### src/rtl/parking_occupancy_ctrl_pkg.sv
// Shared types and default constants for the parking occupancy controller.
// Optional feature macro used elsewhere in this slice: PARKING_EMPTY_TRIG_EN.
package parking_pkg;
   typedef enum logic {
      NOT_FULL = 1'b0,
      FULL     = 1'b1
   } state_t;

   localparam int DEF_CAPACITY        = 8;
   localparam int DEF_DEBOUNCE_CYCLES = 40000;
   localparam int SYNC_STAGES         = 2;
endpackage

### src/rtl/parking_occupancy_ctrl_if.sv
// Sensor inputs and occupancy/pulse outputs of the parking occupancy controller.
// PARKING_EMPTY_TRIG_EN adds the empty_trigger pulse to the bundle.
interface parking_occupancy_ctrl_if
   import parking_pkg::*;
#(
   parameter int CAPACITY = DEF_CAPACITY
);
   localparam int CW = $clog2(CAPACITY + 1);

   logic          entry_sensor;
   logic          exit_sensor;
   logic [CW-1:0] count;
   logic          full;
   logic          full_trigger;
   logic          entry_ok;
   logic          entry_reject;
   logic          exit_err;
`ifdef PARKING_EMPTY_TRIG_EN
   logic          empty_trigger;

   modport master (
      output entry_sensor, exit_sensor,
      input  count, full, full_trigger, entry_ok, entry_reject, exit_err, empty_trigger
   );
   modport slave (
      input  entry_sensor, exit_sensor,
      output count, full, full_trigger, entry_ok, entry_reject, exit_err, empty_trigger
   );
`else
   modport master (
      output entry_sensor, exit_sensor,
      input  count, full, full_trigger, entry_ok, entry_reject, exit_err
   );
   modport slave (
      input  entry_sensor, exit_sensor,
      output count, full, full_trigger, entry_ok, entry_reject, exit_err
   );
`endif
endinterface

### src/rtl/parking_occupancy_ctrl_sensor_debounce.sv
// Loop sensor conditioning: synchroniser, stability counter, filtered level and
// a registered one-cycle pulse on each accepted rising level.
module sensor_debounce
   import parking_pkg::*;
#(
   parameter int DEBOUNCE_CYCLES = DEF_DEBOUNCE_CYCLES
)(
   input  logic clk_40MHz,
   input  logic reset,
   input  logic sensor,
   output logic rise
);
   localparam int DW = $clog2(DEBOUNCE_CYCLES + 1);
   localparam logic [DW-1:0] TERM = DW'(DEBOUNCE_CYCLES);

   logic [SYNC_STAGES-1:0] sync;
   logic [DW-1:0]          cnt;
   logic                   level;
   logic                   sensor_s;

   assign sensor_s = sync[SYNC_STAGES-1];

   // The level flips on the cycle the counter already sits at TERM and the
   // input still differs, so a change needs DEBOUNCE_CYCLES+1 stable samples.
   always_ff @(posedge clk_40MHz or posedge reset) begin
      if (reset) begin
         sync  <= '0;
         cnt   <= '0;
         level <= 1'b0;
         rise  <= 1'b0;
      end else begin
         sync <= {sync[SYNC_STAGES-2:0], sensor};
         rise <= 1'b0;
         if (sensor_s == level) begin
            cnt <= '0;
         end else if (cnt == TERM) begin
            cnt   <= '0;
            level <= sensor_s;
            rise  <= sensor_s;
         end else begin
            cnt <= cnt + DW'(1);
         end
      end
   end
endmodule

### src/rtl/parking_occupancy_ctrl.sv
// Occupancy counter and full/not-full FSM fed by two debounced loop sensors.
// Define PARKING_EMPTY_TRIG_EN to add the empty_trigger pulse (count 1 -> 0).
//
// state    | meaning
// NOT_FULL | count below CAPACITY, entries accepted
// FULL     | count == CAPACITY, entries rejected and flasher retriggered
module parking_occupancy_ctrl
   import parking_pkg::*;
#(
   parameter int CAPACITY        = DEF_CAPACITY,
   parameter int DEBOUNCE_CYCLES = DEF_DEBOUNCE_CYCLES
)(
   input  logic                     clk_40MHz,
   input  logic                     reset,
   parking_occupancy_ctrl_if.slave  bus
);
   localparam int CW = $clog2(CAPACITY + 1);
   localparam logic [CW-1:0] CAP_C = CW'(CAPACITY);

   state_t        state, state_nxt;
   logic          entry_ev, exit_ev;
   logic [CW-1:0] count_r, count_nxt;
   logic          ok_nxt, rej_nxt, err_nxt, trig_nxt;
   logic          ok_r, rej_r, err_r, trig_r;

   sensor_debounce #(.DEBOUNCE_CYCLES(DEBOUNCE_CYCLES)) u_entry (
      .clk_40MHz (clk_40MHz),
      .reset     (reset),
      .sensor    (bus.entry_sensor),
      .rise      (entry_ev)
   );

   sensor_debounce #(.DEBOUNCE_CYCLES(DEBOUNCE_CYCLES)) u_exit (
      .clk_40MHz (clk_40MHz),
      .reset     (reset),
      .sensor    (bus.exit_sensor),
      .rise      (exit_ev)
   );

   // Simultaneous entry and exit is a swap: count holds, driver admitted.
   always_comb begin
      count_nxt = count_r;
      ok_nxt    = 1'b0;
      rej_nxt   = 1'b0;
      err_nxt   = 1'b0;
      case ({entry_ev, exit_ev})
         2'b11: ok_nxt = 1'b1;
         2'b10: begin
            if (count_r < CAP_C) begin
               count_nxt = count_r + CW'(1);
               ok_nxt    = 1'b1;
            end else begin
               rej_nxt = 1'b1;
            end
         end
         2'b01: begin
            if (count_r != '0) count_nxt = count_r - CW'(1);
            else               err_nxt   = 1'b1;
         end
         default: ;
      endcase
   end

   always_ff @(posedge clk_40MHz or posedge reset) begin
      if (reset) state <= NOT_FULL;
      else       state <= state_nxt;
   end

   always_comb begin
      state_nxt = state;
      case (state)
         NOT_FULL: if (count_nxt == CAP_C) state_nxt = FULL;
         FULL:     if (count_nxt != CAP_C) state_nxt = NOT_FULL;
         default:  state_nxt = NOT_FULL;
      endcase
   end

   always_comb begin
      trig_nxt = 1'b0;
      case (state)
         NOT_FULL: trig_nxt = (state_nxt == FULL);
         FULL:     trig_nxt = rej_nxt;
         default:  trig_nxt = 1'b0;
      endcase
   end

   always_ff @(posedge clk_40MHz or posedge reset) begin
      if (reset) begin
         count_r <= '0;
         ok_r    <= 1'b0;
         rej_r   <= 1'b0;
         err_r   <= 1'b0;
         trig_r  <= 1'b0;
      end else begin
         count_r <= count_nxt;
         ok_r    <= ok_nxt;
         rej_r   <= rej_nxt;
         err_r   <= err_nxt;
         trig_r  <= trig_nxt;
      end
   end

   assign bus.count        = count_r;
   assign bus.full         = (state == FULL);
   assign bus.full_trigger = trig_r;
   assign bus.entry_ok     = ok_r;
   assign bus.entry_reject = rej_r;
   assign bus.exit_err     = err_r;

`ifdef PARKING_EMPTY_TRIG_EN
   logic empty_r;

   always_ff @(posedge clk_40MHz or posedge reset) begin
      if (reset) empty_r <= 1'b0;
      else       empty_r <= (count_r == CW'(1)) && (count_nxt == '0);
   end

   assign bus.empty_trigger = empty_r;
`endif
endmodule
### src/flat_wrapper.sv
// flat-port wrapper written by rule: the top's interface ports become plain ports
module parking_occupancy_ctrl_flat import parking_pkg::*;
#(
   parameter int CAPACITY        = DEF_CAPACITY,
   parameter int DEBOUNCE_CYCLES = DEF_DEBOUNCE_CYCLES
)
  (clk_40MHz, reset, bus_entry_sensor, bus_exit_sensor, bus_count, bus_full, bus_full_trigger, bus_entry_ok, bus_entry_reject, bus_exit_err);
  parking_occupancy_ctrl_if #(.CAPACITY(CAPACITY)) bus_i ();
  input  logic clk_40MHz;
  input  logic reset;
  input wire logic [$bits(bus_i.entry_sensor)-1:0] bus_entry_sensor;
  input wire logic [$bits(bus_i.exit_sensor)-1:0] bus_exit_sensor;
  output wire logic [$bits(bus_i.count)-1:0] bus_count;
  output wire logic [$bits(bus_i.full)-1:0] bus_full;
  output wire logic [$bits(bus_i.full_trigger)-1:0] bus_full_trigger;
  output wire logic [$bits(bus_i.entry_ok)-1:0] bus_entry_ok;
  output wire logic [$bits(bus_i.entry_reject)-1:0] bus_entry_reject;
  output wire logic [$bits(bus_i.exit_err)-1:0] bus_exit_err;
  assign bus_i.entry_sensor = bus_entry_sensor;
  assign bus_i.exit_sensor = bus_exit_sensor;
  assign bus_count = bus_i.count;
  assign bus_full = bus_i.full;
  assign bus_full_trigger = bus_i.full_trigger;
  assign bus_entry_ok = bus_i.entry_ok;
  assign bus_entry_reject = bus_i.entry_reject;
  assign bus_exit_err = bus_i.exit_err;
  parking_occupancy_ctrl #(.CAPACITY(CAPACITY), .DEBOUNCE_CYCLES(DEBOUNCE_CYCLES)) u_core (.clk_40MHz(clk_40MHz), .reset(reset), .bus(bus_i));
endmodule
### config.mk
export PLATFORM = sky130hd
export DESIGN_NAME = parking_occupancy_ctrl_flat
export DESIGN_NICKNAME = d
export VERILOG_FILES = /design/src/rtl/parking_occupancy_ctrl_pkg.sv /design/src/rtl/parking_occupancy_ctrl_if.sv /design/src/rtl/parking_occupancy_ctrl_sensor_debounce.sv /design/src/rtl/parking_occupancy_ctrl.sv /design/src/flat_wrapper.sv
export SDC_FILE = /design/constraint.sdc
export NUM_CORES = 1
export LEC_CHECK = 0
export CAP_MARGIN = 20
export CORE_MARGIN = 2
export CORE_UTILIZATION = 50
export DETAILED_ROUTE_END_ITERATION = 12
export PLACE_DENSITY_LB_ADDON = 0.2
export SETUP_SLACK_MARGIN = 0.4
export SKIP_CTS_REPAIR_TIMING = 1
export SYNTH_ARGS = -nofsm -noshare
export SYNTH_HDL_FRONTEND = slang
export SYNTH_SLANG_ARGS = --single-unit
### constraint.sdc
create_clock -name clk_40MHz -period 2.7 [get_ports clk_40MHz]
set_clock_uncertainty 0.15 [all_clocks]
set_input_delay 0.54 -clock clk_40MHz [delete_from_list [all_inputs] [get_ports clk_40MHz]]
set_output_delay 0.54 -clock clk_40MHz [all_outputs]
set_load 0.03 [all_outputs]
==> flow_summary.toml, run 1 <==
[worst_setup_path]
crit_required_ns = 2.80
r2r-start = "u_core.bus.count[0]"
path_cells = "inv_1, ha_1, or4b_1, a31oi_2, nor4b_4, mux2_1"
cp_top_family = "simple AND/OR/NAND/NOR gates"
start_kind = "register"
critical_path_class = "reg -> reg"
crit_arrival_ns = 2.35
critPathCaptureType = "register"
reg2reg_to = "u_core.bus.full_trigger"
crit_fanout = 9
rrSetupSlack_ns = 0.45
path_buf_inv = 1
reg2reg_depth = 6
slowest_delay_ns = 0.55
crit_slowest_cell = "or4b_1"

[pwr]
p_leak_nw = 1.269
powerDensity_nw_per_um2 = 480.0
vdd_drop_max_mv = 0.3081

[min_path]
hp-class = "reg -> reg"
hp-start = "u_core.u_entry.sync[0]"
holdPathEnd = "u_core.u_entry.sync[1]"
min_path_cells = 0

[die]
fp.dieW_um = 73.73
core_sq_um = 4692
start_util = 0.5181
num_rows = 25
die-area_sq_um = 5436
num_io_pins = 13
die_h_um = 73.73

[layout]
n_fill_cell = 400
design_area_sq_um = 2755
diodes = 0
layout-drive-gt1-share = 0.1008
final_nets = 260
syn2layout_area_growth_pct = 13.33

[logic_synthesis]
synthArstFlopShare = 1.000
yosysMostFrequentCell = "dfrtp_1"
syn_area_sq_um = 2431
avgSynthCellArea_sq_um = 10.57
synth_top_area_cell = "dfrtp_1"
yosys_warnings = 0
synth_area_leaders = "dfrtp_1, xor2_1, nor2_1"
ys_types = 41
synth_edf_count = 0
ys.flop_type = "dfrtp_1"
syn_inst = 230
ys_ff_latch = 49
netlist_top_cells_count = "dfrtp_1, nor2_1, xor2_1"
netlist.area_leader.share = 0.5044
synth_seq_area_share = 0.5044
syn_nets = 243

[clock_network]
clk_pin_slew_ns = 0.09
cts_tree = "yes"
clock_latency_ns = 0.30
cts_sinks = 49
clk_path_buf_depth = 2
cts-root-buf = "clkbuf_8"
numCtsBuffers = 5
h-tree-depth = 2

[grt]
grt_overflow = 0
track_usage = 0.1680
antenna_found_initial = 0
grt_pass1_wl_um = 6948
grt_max_degree = 27
grt_pass1_vias = 1505

[detailed_routing]
routedWlPerCell_um = 13.43
viasPerCell = 5.328
drtIter0Drc = 92
vias = 1609
wirelength_um = 4055
ant_nets = 0
drcViolationCount = 0
first_pass_iters = 4

[placed_design]
portBuffers = 12
place_hpwl_um = 2791
gp_congestion = 0.7418
dpl_cell_area_sq_um = 2614

[sta]
finalHoldViolCount = 0
finalMaxSlewViolations = 0
setup_viol = 0
finalCriticalPeriod_ns = 2.255
setup_tns_ns = 0
post-route-period-util = 0.8352
fmax_mhz = 443.5
rsz0062_at_grt = "true"
worstMarginPinSlew_ns = 0.5087
relSlewSlack = 0.6604

[flow_run]
cap_viol_max_count = 0

[status]
status = "complete, no violations"
cells in the final DEF, fill, tap and decap left out, drive strengths merged, types with 3 or more instances in the layout:
master / count
and3: 8
clkbuf: 6
clkdlybuf4s50: 9
dfrtp: 49
dlymetal6s2s: 3
ha: 9
inv: 14
mux2: 3
nand2: 8
nand3: 17
nand4: 8
nor2: 37
nor2b: 3
nor3: 4
nor3b: 3
nor4: 3
nor4b: 3
o21ai: 3
xnor2: 11
xor2: 19
worst max-delay path by stage:
stage               slack (ns)  cells past startpoint                 from                       to
detailed placement        0.39                      7   u_core.u_exit.rise  u_core.bus.full_trigger
global placement          0.42                      7   u_core.u_exit.rise  u_core.bus.full_trigger
global route              0.33                      7   u_core.u_exit.rise  u_core.bus.full_trigger
floorplan                 0.47                      6  u_core.bus.count[0]  u_core.bus.full_trigger
CTS                       0.36                      7   u_core.u_exit.rise  u_core.bus.full_trigger
finish                    0.45                      6  u_core.bus.count[0]  u_core.bus.full_trigger
sequential cells by signal, summed over array words and instances (netlist names):
name	count
u_core.u_entry.cnt	16
u_core.u_entry.level	1
u_core.u_exit.sync	2
u_core.bus.full	1
u_core.bus.entry_ok	1
u_core.u_exit.rise	1
u_core.u_entry.sync	2
u_core.bus.full_trigger	1
u_core.bus.entry_reject	1
u_core.u_entry.rise	1
u_core.u_exit.cnt	16
u_core.bus.exit_err	1
u_core.u_exit.level	1
u_core.bus.count	4
through the flow:
step	utilization	cells	hold WS [ns]	setup slack, ns	total power, W
floorplan	-	230	0.1812	0.4727	0.0008003
global placement	0.5571	294	0.1810	0.4249	0.0008184
detailed placement	0.5571	294	0.1855	0.3882	0.0008194
CTS	0.5808	302	0.2073	0.3562	0.001347
global route	0.5872	302	0.2151	0.3286	0.001381
finish	0.5872	302	0.2042	0.4451	0.001323
where the power goes:
group,leakage [nW],internal [W],switching [W]
sequential,0.670,0.000743,0.0000134
combinational,0.543,0.0000163,0.0000296
clock,0.0554,0.000278,0.000242
final cells by class:
cell class	instances	area (sq um)	share of cell area
Tap cell	54	67.56	0.02452
Clock buffer	6	72.57	0.02634
Clock inverter	2	38.79	0.01408
Timing Repair Buffer	14	142.6	0.05177
Multi-Input combinational cell	163	1155	0.4192
Sequential cell	49	1226	0.4451
Inverter	14	52.55	0.01907
logic make-up (layout without fill, tap and decap cells):
group,Yosys count,count (layout),synth area share
AO/OA/AOI/OAI,10,10,0.04169
XOR/XNOR,30,30,0.1081
adder cells (fa/ha/maj),9,9,0.04632
buffers and inverters,18,36,0.02985
flip-flops,49,49,0.5044
multiplexers,4,4,0.01801
AND/OR/NAND/NOR,110,110,0.2517
metal layers:
layer  track usage  vias up  wire (um)
li1              -      815          -
met1        0.2266      755       1976
met2        0.2540       32       1863
met3       0.04664        7        133
met4       0.07071        0         82
met5             0        -          0
Power figures use the tool's default switching activity.
==> run 2: changes to the inputs <==
- clock period: 2.7 -> 1.9 ns (I/O delays scaled with it)
==> run 2 against run 1 <==
  * The flow now finishes with violations (setup timing)
  * Non-clock buffer count up 38
  * Die area did not move
  * First-iteration DRC count rose by 22%
  * Final area rose by 36%
  * Clock-buffer cell count stayed put
  * Sequential cell count stayed put
  * Clock power up 28%
  * Final cell count grew 13%
  * Hold slack got worse by 0.0012 ns
  * Worst setup slack got worse by 0.67 ns
  * Maximum frequency rose by 5.9%
  * Routed wire length up 51%
  * Critical endpoint unchanged
  * Largest cell class is now multi-input combinational cells
==> flow_summary.toml, run 2 (synthesis gave the netlist of run 1 again) <==
[die]
die-area_sq_um = 5436
num_io_pins = 13
fp.dieW_um = 73.73
core_sq_um = 4692
num_rows = 25
die_h_um = 73.73
start_util = 0.5181

[grt]
grt_pass1_wl_um = 7396
grt_pass1_vias = 1678
track_usage = 0.1795
grtUsageMet3 = 0.05075
use_met1 = 0.2270
antenna_found_initial = 0
top_usage_layer = "met2"
grt_overflow = 0
gr-usage-met2 = 0.2837
grt_max_degree = 50

[clock_network]
cts_tree = "yes"
numCtsBuffers = 5
clk_pin_slew_ns = 0.09
cts-root-buf = "clkbuf_8"
clk_path_buf_depth = 2
cts_sinks = 49
clock_latency_ns = 0.32
h-tree-depth = 2

[detailed_routing]
first_pass_iters = 6
wirelength_um = 6138
drtIter0Drc = 112
drcViolationCount = 0
ant_nets = 0
routedWlPerCell_um = 17.95
viasPerCell = 5.798
vias = 1983

[sta]
relSlewSlack = 0.6428
rsz0062_at_grt = "true"
setup_viol = 2
worst_slack_ns = -0.2294
post-route-period-util = 1.121
finalMaxSlewViolations = 0
finalHoldViolCount = 0
fmax_mhz = 469.6
finalCriticalPeriod_ns = 2.129
worstMarginPinSlew_ns = 0.5353

[min_path]
hp-class = "reg -> reg"
min_path_cells = 0

[pwr]
vdd_drop_max_mv = 0.5493
powerDensity_nw_per_um2 = 507.0
p_leak_nw = 1.569

[worst_setup_path]
start_kind = "register"
crit_required_ns = 2.01
critPathCaptureType = "register"
crit_fanout = 4
reg2reg_depth = 5
crit_arrival_ns = 2.24
critical_path_class = "reg -> reg"

[layout]
design_area_sq_um = 3756
layout-drive-gt1-share = 0.5868
syn2layout_area_growth_pct = 54.50
final_cells = 342
final_nets = 300
utilization = 0.8005
layout_common_cells = "dfrtp_1, buf_4, nor2_4"
diodes = 0
final_common_cell = "dfrtp_1"

[status]
violations = "setup timing"
status = "complete, but fails checks"

[placed_design]
gp_congestion = 0.8139
dp.cells = 307
portBuffers = 12
place_hpwl_um = 2886
dpl_cell_area_sq_um = 2776

[flow_run]
cap_viol_max_count = 0
run 2: cell count changes in the layout (fill, tap and decap cells not counted), sizes merged, moves of 2 or more:
cell           before  now
buf                 2   43
clkdlybuf4s50       9    3
clkbuf              6    9
nand2               8   10
run 2: final cells by class:
type                       count  area, sq um
clock buffer                   6        82.58
clock inverter                 2        13.76
fill                         252        935.9
inverter                      14        56.30
multi-input combinational    165         1810
sequential                    49         1246
tap                           54        67.56
timing repair buffer          52        479.2
run 2: where the power goes:
part	internal [W]	switching, W
clock network	0.000296	0.000369
logic	0.0000733	0.0000868
registers	0.00106	0.0000221
run 2: path summary, 6_finish.rpt:
| path | slack (ns) | start | end |
|---|---|---|---|
| setup reg to reg | -0.23 | u_core.bus.count[1] | u_core.bus.full_trigger |
| min in group asynchronous | 0.31 | reset | u_core.bus.count[0] |
| max in group asynchronous | 1.04 | reset | u_core.u_exit.cnt[8] |
| setup / recovery | -0.23 | u_core.bus.count[1] | u_core.bus.full_trigger |
| hold reg to reg | 0.20 | u_core.u_exit.sync[0] | u_core.u_exit.sync[1] |
| hold / removal | 0.20 | u_core.u_exit.sync[0] | u_core.u_exit.sync[1] |
run 2: per-layer routing:
layer	routed length (um)	share of wire
met1	2488	0.41
met4	235	0.038
met2	3133	0.51
met5	0	0
met3	280	0.046
run 2: worst max-delay path: stages, from the launching register on:
cell and delay, ns:
dfrtp_2 0.44, or3_4 0.40, or4b_4 0.50, a31oi_4 0.18, nor4b_4 0.22, mux2_4 0.18
run 2: through the flow:
stage | setup slack, ns | hold slack (ns) | TNS (ns) | total power [W]
after floorplan | -0.2163 | 0.1812 | -0.3164 | 0.001142
after global placement | -0.1909 | 0.1853 | -0.2630 | 0.001166
after detailed placement | -0.2449 | 0.1847 | -0.3674 | 0.001168
after CTS | -0.2683 | 0.2064 | -0.9850 | 0.001827
after global routing | -0.2908 | 0.2118 | -0.5128 | 0.001978
final | -0.2294 | 0.2030 | -0.3165 | 0.001904
==> run 3: changes to the inputs <==
- CAP_MARGIN: 20 -> 25
- CELL_PAD_IN_SITES_DETAIL_PLACEMENT: unset -> 1
- CELL_PAD_IN_SITES_GLOBAL_PLACEMENT: unset -> 1
- CORE_UTILIZATION: 50 -> 42
==> run 3 against run 2 <==
  * Sequential power about the same
  * Sequential cell count unchanged
  * Combinational power decreased by 6%
  * Utilization decreased by 14 points
  * Via count decreased by 0.91%
  * Final cell count increased by 5.8%
  * Largest cell class unchanged
  * The flow still finishes with violations (setup timing)
  * Register-to-register slack about the same
  * Final area decreased by 2.0%
==> flow_summary.toml, run 3 (synthesis gave the netlist of run 1 again) <==
[status]
status = "complete, but fails checks"
violations = "setup timing"

[clock_network]
cts_tree = "yes"
clock_latency_ns = 0.30
cts-root-buf = "clkbuf_8"
cts_sinks = 49
clk_pin_slew_ns = 0.09
clk_path_buf_depth = 2
numCtsBuffers = 5
h-tree-depth = 2

[worst_setup_path]
start_kind = "register"
r2r-start = "u_core.u_entry.rise"
crit_arrival_ns = 2.21
reg2reg_depth = 7
crit_required_ns = 1.99
rrSetupSlack_ns = -0.22
crit_fanout = 6
critPathCaptureType = "register"
critical_path_class = "reg -> reg"
reg2reg_to = "u_core.bus.full_trigger"

[layout]
syn2layout_area_growth_pct = 51.47
layout_common_cells = "dfrtp_1, buf_4, nor2_4"
layout-drive-gt1-share = 0.5345
utilization = 0.6646
diodes = 0
final_common_cell = "dfrtp_1"
final_nets = 303

[sta]
relSlewSlack = 0.6458
fmax_mhz = 472.0
finalHoldViolCount = 0
setup_tns_ns = -0.2940
worst_slack_ns = -0.2186
post-route-period-util = 1.115
rsz0062_at_grt = "true"
setup_viol = 2
worstMarginPinSlew_ns = 0.5309
holdWs_ns = 0.2066
finalCriticalPeriod_ns = 2.119
finalMaxSlewViolations = 0

[min_path]
min_path_cells = 0
holdPathEnd = "u_core.u_entry.sync[1]"
hp-class = "reg -> reg"
hp-start = "u_core.u_entry.sync[0]"

[die]
core_sq_um = 5540
num_rows = 27
start_util = 0.4388
fp.dieW_um = 80.08
die_h_um = 80.08
die-area_sq_um = 6413
num_io_pins = 13

[detailed_routing]
drcViolationCount = 0
ant_nets = 0
routedWlPerCell_um = 20.33
viasPerCell = 5.428
first_pass_iters = 4
vias = 1965
wirelength_um = 7360
drtIter0Drc = 66

[pwr]
power.switching_w = 0.0004500
swShare = 0.2302
pwr-share-comb = 0.076
p_leak_nw = 1.548
power_frac_seq = 0.553
p_int_w = 0.001505
p_total_w = 0.001955
powerDensity_nw_per_um2 = 530.9
vdd_drop_max_mv = 0.5412
p_clk_frac = 0.371

[flow_run]
cap_viol_max_count = 0

[grt]
grt_pass1_wl_um = 8825
track_usage = 0.1768
grt_max_degree = 50
grt_pass1_vias = 1875
antenna_found_initial = 0
grt_overflow = 0

[placed_design]
portBuffers = 12
gp_congestion = 0.8196
place_hpwl_um = 3528
## run 3: cell types whose count changed in the layout (fill, tap and decap cells not counted), sizes merged
cell    change
bufinv      +1
buf         +3
clkbuf      -1
clkinv      -1
## run 3: final cells by class
cell class                 count  area [sq um]
clock buffer                   5         68.82
tap                           72         90.09
sequential                    49          1245
fill                         550          1858
clock inverter                 2         35.03
inverter                      14         56.30
timing repair buffer          55         505.5
multi-input combinational    165          1682
## run 3: worst max path at each step
stage,from,to
final,u_core.u_entry.rise,u_core.bus.full_trigger
after CTS,u_core.u_entry.rise,u_core.bus.full_trigger
after floorplan,u_core.bus.count[1],u_core.bus.full_trigger
after global routing,u_core.u_entry.rise,u_core.bus.full_trigger
after global placement,u_core.u_entry.rise,u_core.bus.full_trigger
after detailed placement,u_core.u_exit.rise,u_core.bus.full_trigger
## run 3: critical path, stage by stage, from the launching register on
cell and delay, ns:
dfrtp_2 0.45, inv_1 0.08, ha_1 0.17, buf_4 0.16
or4b_4 0.48, a31oi_4 0.18, nor4b_4 0.23, mux2_4 0.18
## run 3: power groups by stage
stage | Combinational, W | Sequential (W) | Clock, W
5_1_grt | 0.000162 | 0.00108 | 0.000782
6_report | 0.000150 | 0.00108 | 0.000724
3_3_place_gp | 0.0000716 | 0.00110 | 0
3_5_place_dp | 0.0000734 | 0.00110 | 0
4_1_cts | 0.0000741 | 0.00108 | 0.000753
2_1_floorplan | 0.0000515 | 0.00109 | 0
## run 3: metrics by stage
| stage | setup slack [ns] | cell area (sq um) | std cells |
|---|---|---|---|
| 2_1_floorplan | -0.2163 | 2507 | 230 |
| 3_3_place_gp | -0.2005 | 2829 | 329 |
| 3_5_place_dp | -0.2787 | 2829 | 329 |
| 4_1_cts | -0.2932 | 2933 | 336 |
| 5_1_grt | -0.3100 | 3682 | 362 |
| 6_report | -0.2186 | 3682 | 362 |
## run 3: layer usage
| metal | track usage | wire, um | vias up |
|---|---|---|---|
| met3 | 0.03371 | 118 | 8 |
| met1 | 0.2271 | 3021 | 1025 |
| met5 | 0 | 0 | - |
| met4 | 0.05593 | 91 | 0 |
| met2 | 0.3008 | 4129 | 25 |
| li1 | - | - | 907 |
